==> config.mk <==
export PLATFORM = sky130hd
export DESIGN_NAME = load_store_unit
export DESIGN_NICKNAME = d
export VERILOG_FILES = /design/src/rtl/lsu_pkg.sv /design/src/rtl/lsu_timeout_counter.sv /design/src/rtl/load_store_unit.sv
export SDC_FILE = /design/constraint.sdc
export NUM_CORES = 1
export LEC_CHECK = 0
export ABC_CLOCK_PERIOD_IN_PS = 4300
export BUFFER_PORTS_ARGS = -buffer_cell sky130_fd_sc_hd__buf_2
export CAP_MARGIN = 20
export CORE_MARGIN = 1.5
export CORE_UTILIZATION = 47
export DETAILED_ROUTE_END_ITERATION = 8
export GPL_ROUTABILITY_DRIVEN = 0
export GPL_TIMING_DRIVEN = 1
export PLACE_DENSITY = 0.95
export SYNTH_ARGS = -nofsm -noshare
export SYNTH_HDL_FRONTEND = slang
export SYNTH_SLANG_ARGS = --single-unit
==> constraint.sdc <==
create_clock -name clk -period 4.3 [get_ports clk]
set_input_delay 0.215 -clock clk [delete_from_list [all_inputs] [get_ports clk]]
set_output_delay 0.215 -clock clk [all_outputs]
set_load 0.01 [all_outputs]
==> src/rtl/lsu_pkg.sv <==
// Shared types for the load/store unit: FSM state encoding, register-select
// encodings and the default address width.
package lsu_pkg;

  localparam int LSU_ADDR_W = 10;

  typedef enum logic [2:0] {
    ST_IDLE    = 3'd0,
    ST_CAPTURE = 3'd1,
    ST_MEM     = 3'd2,
    ST_WRITE   = 3'd3,
    ST_DONE    = 3'd4,
    ST_ERROR   = 3'd5
  } lsu_state_e;

  typedef enum logic [1:0] {
    REG_X    = 2'b00,
    REG_Y    = 2'b01,
    REG_ACC  = 2'b10,
    REG_RSVD = 2'b11
  } lsu_reg_e;

  function automatic logic is_rsvd_reg(input logic [1:0] sel);
    return (sel == REG_RSVD);
  endfunction

endpackage

==> src/rtl/lsu_timeout_counter.sv <==
// Counts consecutive enabled cycles; expired is high in the TIMEOUT-th enabled
// cycle. Only instantiated when LSU_TIMEOUT_EN is defined.
module lsu_timeout_counter #(
  parameter int TIMEOUT = 15
) (
  input  logic clk,
  input  logic rst,
  input  logic i_clear,
  input  logic i_enable,
  output logic o_expired
);

  localparam int CNT_W = (TIMEOUT > 1) ? $clog2(TIMEOUT) : 1;

  logic [CNT_W-1:0] r_count;

  assign o_expired = i_enable && (r_count == CNT_W'(TIMEOUT - 1));

  // Saturates at the expiry value so a stalled enable cannot wrap around.
  always_ff @(posedge clk or posedge rst) begin
    if (rst) begin
      r_count <= '0;
    end else if (i_clear) begin
      r_count <= '0;
    end else if (i_enable && !o_expired) begin
      r_count <= r_count + CNT_W'(1);
    end
  end

endmodule

==> src/rtl/load_store_unit.sv <==
// Single-command load/store unit between a register file and a memory port.
// Optional feature: define LSU_TIMEOUT_EN to abort a stalled memory access.
module load_store_unit
  import lsu_pkg::*;
#(
  parameter int ADDR_W  = LSU_ADDR_W,
  parameter int TIMEOUT = 15
) (
  input  logic              clk,
  input  logic              rst,
  input  logic              cmd_valid,
  output logic              cmd_ready,
  input  logic              cmd_store,
  input  logic [1:0]        cmd_reg,
  input  logic [ADDR_W-1:0] cmd_addr,
  output logic              reg_read_x,
  output logic              reg_read_y,
  input  logic [15:0]       reg_data,
  input  logic [15:0]       acc_data,
  output logic              reg_write_x,
  output logic              reg_write_y,
  output logic              reg_write_accumulator,
  output logic [15:0]       wr_data,
  output logic              mem_req,
  output logic              mem_we,
  output logic [ADDR_W-1:0] mem_addr,
  output logic [15:0]       mem_wdata,
  input  logic              mem_ack,
  input  logic [15:0]       mem_rdata,
  output logic              done,
  output logic              err
);

  if (TIMEOUT < 1) begin : g_bad_timeout
    $error("load_store_unit: TIMEOUT must be at least 1");
  end

  lsu_state_e        r_state;
  lsu_state_e        w_next;
  logic              r_store;
  lsu_reg_e          r_reg;
  logic [ADDR_W-1:0] r_addr;
  logic [15:0]       r_buf;

`ifdef LSU_TIMEOUT_EN
  logic w_expired;

  lsu_timeout_counter #(
    .TIMEOUT (TIMEOUT)
  ) u_timeout (
    .clk       (clk),
    .rst       (rst),
    .i_clear   (r_state != ST_MEM),
    .i_enable  (r_state == ST_MEM),
    .o_expired (w_expired)
  );
`endif

  // State register.
  always_ff @(posedge clk or posedge rst) begin
    if (rst) begin
      r_state <= ST_IDLE;
    end else begin
      r_state <= w_next;
    end
  end

  // Next-state decode; a stalled MEM access can only leave via mem_ack or the timeout.
  always_comb begin
    w_next = r_state;
    case (r_state)
      ST_IDLE: begin
        if (cmd_valid) begin
          if (is_rsvd_reg(cmd_reg)) begin
            w_next = ST_ERROR;
          end else if (cmd_store) begin
            w_next = ST_CAPTURE;
          end else begin
            w_next = ST_MEM;
          end
        end else begin
          w_next = ST_IDLE;
        end
      end
      ST_CAPTURE: w_next = ST_MEM;
      ST_MEM: begin
        if (mem_ack) begin
          w_next = r_store ? ST_DONE : ST_WRITE;
`ifdef LSU_TIMEOUT_EN
        end else if (w_expired) begin
          w_next = ST_ERROR;
`endif
        end else begin
          w_next = ST_MEM;
        end
      end
      ST_WRITE: w_next = ST_DONE;
      ST_DONE:  w_next = ST_IDLE;
      ST_ERROR: w_next = ST_IDLE;
      default:  w_next = ST_IDLE;
    endcase
  end

  // Latched command and the data buffer shared by the store and load paths.
  always_ff @(posedge clk or posedge rst) begin
    if (rst) begin
      r_store <= 1'b0;
      r_reg   <= REG_X;
      r_addr  <= '0;
      r_buf   <= 16'h0000;
    end else begin
      case (r_state)
        ST_IDLE: begin
          if (cmd_valid) begin
            r_store <= cmd_store;
            r_reg   <= lsu_reg_e'(cmd_reg);
            r_addr  <= cmd_addr;
            r_buf   <= 16'h0000;
          end
        end
        ST_CAPTURE: r_buf <= (r_reg == REG_ACC) ? acc_data : reg_data;
        ST_MEM: begin
          if (mem_ack && !r_store) begin
            r_buf <= mem_rdata;
          end
        end
        default: ;
      endcase
    end
  end

  // Moore output decode; everything idles at zero outside its owning state.
  always_comb begin
    cmd_ready             = 1'b0;
    reg_read_x            = 1'b0;
    reg_read_y            = 1'b0;
    reg_write_x           = 1'b0;
    reg_write_y           = 1'b0;
    reg_write_accumulator = 1'b0;
    wr_data               = 16'h0000;
    mem_req               = 1'b0;
    mem_we                = 1'b0;
    mem_addr              = '0;
    mem_wdata             = 16'h0000;
    done                  = 1'b0;
    err                   = 1'b0;
    case (r_state)
      ST_IDLE: cmd_ready = !rst;
      ST_CAPTURE: begin
        reg_read_x = (r_reg == REG_X);
        reg_read_y = (r_reg == REG_Y);
      end
      ST_MEM: begin
        mem_req   = 1'b1;
        mem_we    = r_store;
        mem_addr  = r_addr;
        mem_wdata = r_store ? r_buf : 16'h0000;
      end
      ST_WRITE: begin
        wr_data               = r_buf;
        reg_write_x           = (r_reg == REG_X);
        reg_write_y           = (r_reg == REG_Y);
        reg_write_accumulator = (r_reg == REG_ACC);
      end
      ST_DONE:  done = 1'b1;
      ST_ERROR: err  = 1'b1;
      default: ;
    endcase
  end

endmodule

== After elaboration in Yosys (flattened, before gate mapping) ==
Index checks and enable logic that the tools add are counted.
W data, S select, Z words.
Word-level totals
  word-level logic and storage cells: 47
  output and inout bits: 52
  register bits after elaboration: 32
  input port bits: 65
Operators by class
  reductions and logical operators: 8
  mux-type cells: 24
  equality and inequality tests: 10
Operators with widths (number)
  $mux W16: 6
  $pmux W16 S3: 1
  $mux W3: 4
  $pmux W3 S4: 1
  $mux W1: 10
  $mux W10: 1
  $eq A3 B2 Y1 const B: 2
  $eq A3 B3 Y1 const B: 2
  $eq A2 B2 Y1 const B: 2
  $ne A2 B2 Y1 const B: 2
  $eq A3 B1 Y1 const B: 1
  $logic_not A3 Y1: 1
  $reduce_and A3 Y1: 1
  $reduce_bool A3 Y1: 1
  $eq A2 B1 Y1 const B: 1
  $logic_not A1 Y1: 2
  $logic_not A2 Y1: 1
  $mux W2: 1
  $reduce_and A2 Y1: 1
  $logic_and A1 B1 Y1: 1

== Longest topological paths before layout ==
  depth in word-level cells: 4
  mapped depth: 8
  mapped depth without buffers: 4

== Least setup slack after synthesis ==
OpenSTA, ideal clock, no wires.
  path kind: register -> register
  from: reg r_state[2]
  to: reg r_addr[0]
  library setup time: 0.125 ns
  buffers on the path: 2
  required time: 4.175 ns
  arrival: 1.453 ns
  clock period less this slack: 1.577 ns
  cell stages (with the launch flop): 5
  slack: 2.723 ns
  path through: dfrtp_1 -> buf_6 -> nor4b_4 -> buf_6 -> mux2_2
Between the ends
  cells in the longest elaborated chain, start to end: 2
RTL lines
  start, declared: RTL line load_store_unit.sv:38  | lsu_state_e r_state;
  start signal, assigned: RTL line load_store_unit.sv:64  | r_state <= w_next;
  $logic_not A3 Y1: RTL line load_store_unit.sv:112  | case (r_state)
  $reduce_and A2 Y1 (no line)
  end signal, assigned: RTL line load_store_unit.sv:117  | r_addr <= cmd_addr;
  end, declared: RTL line load_store_unit.sv:42  | logic [ADDR_W-1:0] r_addr;
Every way passes these cells.
A chain may end at the register's enable or synchronous reset.

== Worst setup path in the final report ==
  from: reg r_state[0]
  to: out reg_read_x
Between the ends
  cells in the longest elaborated chain, start to end: 2
RTL lines
  $eq A3 B1 Y1: RTL line load_store_unit.sv:147  | case (r_state)
  $mux W1: RTL line load_store_unit.sv:147
  end, declared: RTL line load_store_unit.sv:16  | output logic reg_read_x,
Every way passes these cells.

==> results.py <==
metrics = {
    "floorplanning": {
        "die_w_microns": 68.6,
        "start_util_pct": 49.8,
        "core-area_sq_um": 4060,
        "dieArea_sq_um": 4700,
        "die_h_microns": 68.6,
        "ios": 117,
        "rows": 23,
    },
    "logic_synthesis": {
        "synth_top_area_share_pct": 39.6,
        "yosysSeqAreaShare_pct": 39.6,
        "synthMuxAreaShare_pct": 16.2,
        "synthCells": 199,
        "syn_area_per_cell_sq_um": 10.2,
        "synth_seq_cells": 32,
        "synth_compound_area_share_pct": 11.7,
        "synth_xor_xnor_area_share_pct": 0,
        "async_reset_ff_share_pct": 100,
        "synth_adder_area_share_pct": 0,
        "ys_top_cells_by_count": "and3_1, dfrtp_1, mux2_2, a21oi_1",
        "yosys_warnings": 0,
        "yosys-top-cells-area": "dfrtp_1, mux2_2, and3_1, a22oi_1, a21oi_1",
        "ys.flop_type": "dfrtp_1",
        "yosys.area_share.simple_pct": 24.8,
        "synth_largest_area_cell": "dfrtp_1",
        "syn_area_sq_um": 2020,
        "synth_fp_nets": 264,
        "synth_edf_count": 0,
        "synth_top_family_by_area": "simple AND/OR/NAND/NOR gates",
        "yosysMostFrequentCell": "and3_1",
        "yosys.cell_types.count": 32,
    },
    "layout": {
        "area_delta_synth_final_pct": 30.1,
        "final_area_sq_um": 2630,
        "largest_register": "r_buf",
        "largest_reg_flops": 16,
        "largest_registers": "r_buf: 16 flops, r_addr: 10 flops, r_state: 3 flops",
        "final_layout_size_suffix_gt1_share_pct": 52.3,
        "diodes": 0,
        "layout.nets": 369,
        "fin_util_pct": 64.8,
    },
    "cts": {
        "clockBufferDepth": 2,
        "clk_pin_slew_ns": 0.06,
        "cts_sinks": 32,
        "cts_buffers": 5,
        "cts_tree": "done",
        "htree_num_levels": 2,
        "worstSkewPairLatency_ns": 0.28,
        "post_cts_buffers": 0,
        "cts_resized": 0,
        "root_buffer": "clkbuf_8",
        "holdBufCountCts": 0,
    },
    "route": {
        "ant_nets": 0,
        "vias": 1894,
        "wire_per_inst_microns": 14.8,
        "post-route-drc-count": 0,
        "drtIter0Drc": 78,
        "firstDrtPassIters": 4,
        "viasPerCell": 5.35,
        "routed_wl_microns": 5240,
    },
    "grt": {
        "grt_pass1_vias": 1769,
        "grt_pass1_wl_microns": 7940,
        "grt.overflow.total": 0,
        "grt_usage_pct": 22.8,
        "antenna_found_initial": 0,
        "grt_max_degree": 48,
    },
    "sta": {
        "worstMarginPinSlew_ns": 0.951,
        "fin_crit_sh_pct": 60.4,
        "drv_slew": 0,
        "period_needed_ns": 2.60,
        "maxSlewHeadroom_pct": 36.3,
        "tns_ns": 0,
        "rsz0062_at_grt": "false",
        "timing.fmax_mhz": 385,
        "fin_skew_ns": 0.00253,
        "hold_violations": 0,
        "final-setup-viol-count": 0,
    },
    "placed_design": {
        "dpl.hpwl_microns": 3750,
        "port_buffers": 116,
        "place_area_sq_um": 2530,
    },
    "worst_setup_path": {
        "cp-start-kind": "flop",
        "cp-end-kind": "output port",
        "ff2ff_setup_slack_ns": 2.19,
        "crit_start": "r_state[0]$_DFF_PP0_",
        "critical_path.max_fanout": 26,
        "crit_required_ns": 4.09,
        "r2r-start": "r_state[0]$_DFF_PP0_",
        "r2r-end": "r_buf[0]$_DFFE_PP0P_",
        "crit_arrival_ns": 2.38,
        "crit_end": "reg_read_x",
        "crit_type": "reg -> out",
        "reg2reg_depth": 3,
    },
    "power_and_ir_drop": {
        "power_density_nw_per_um2": 679,
        "leakagePower_uw": 0.00146,
        "power_uw": 1780,
        "irDropWorstVdd_mv": 0.387,
    },
    "hold_path": {
        "holdCritPathClass": "in -> async",
    },
    "run_status": {
        "status": "finished, final reports clean",
    },
    "flow_run": {
        "drv_cap": 0,
    },
}
[cell usage in the layout (no fill, tap or decap), types with 3 or more instances in the layout]
cell / count
buf_2: 116
and3_1: 33
dfrtp_1: 32
mux2_2: 28
a21oi_1: 17
a22oi_1: 16
nor2_1: 16
and2_1: 11
clkbuf_8: 7
nand3_1: 3
nor3b_1: 3
[power breakdown]
group | switching [uW] | internal, uW | total, uW
Combinational | 475 | 436 | 911
Sequential | 167 | 461 | 628
Clock | 102 | 142 | 245
Total | 745 | 1040 | 1780
[routing by layer]
| layer | part of all wire (%) | GRT usage (%) | up-vias |
|---|---|---|---|
| li1 | - | - | 929 |
| met1 | 41 | 26.3 | 887 |
| met2 | 51 | 39.5 | 67 |
| met3 | 5.7 | 6.17 | 11 |
| met4 | 2.3 | 9.75 | 0 |
| met5 | 0 | 0 | - |
[per-stage QoR]
stage	worst slack (ns)	cells	hold slack (ns)
3_3_place_gp	2.17	347	0.330
4_1_cts	1.73	354	0.0350
5_1_grt	1.55	354	0.0570
6_report	1.70	354	0.0274
3_5_place_dp	2.05	347	0.332
2_1_floorplan	2.72	199	0.331
[cell type report]
type	count	area (sq um)
clock buffers	7	96.3
inverters	2	7.51
flip-flops and latches	32	801
well taps	50	62.6
multi-input cells	145	1070
fillers	350	1430
repair buffers	118	596
[worst max-delay path: stages, from the launching register on]
cell and delay [ns]:
dfrtp_1 0.82, nor3b_4 0.81, nor3b_1 0.29, buf_2 0.18
[worst min path at each step]
| stage | endpoint | slack [ns] | cells after the start |
|---|---|---|---|
| 2_1_floorplan | r_addr[0]$_DFFE_PP0P_ | 0.33 | 1 |
| 3_3_place_gp | r_addr[6]$_DFFE_PP0P_ | 0.33 | 3 |
| 3_5_place_dp | r_addr[6]$_DFFE_PP0P_ | 0.33 | 3 |
| 4_1_cts | r_addr[6]$_DFFE_PP0P_ | 0.04 | 3 |
| 5_1_grt | r_state[1]$_DFF_PP0_ | 0.06 | 3 |
| 6_report | r_state[1]$_DFF_PP0_ | 0.03 | 3 |
[logic make-up after synthesis]
family                 after synthesis
muxes                               29
buffers and inverters               22
and+or+nand+nor                     79
DFF                                 32
AOI/OAI and AO/OA                   37
Power figures use the tool's default switching activity.
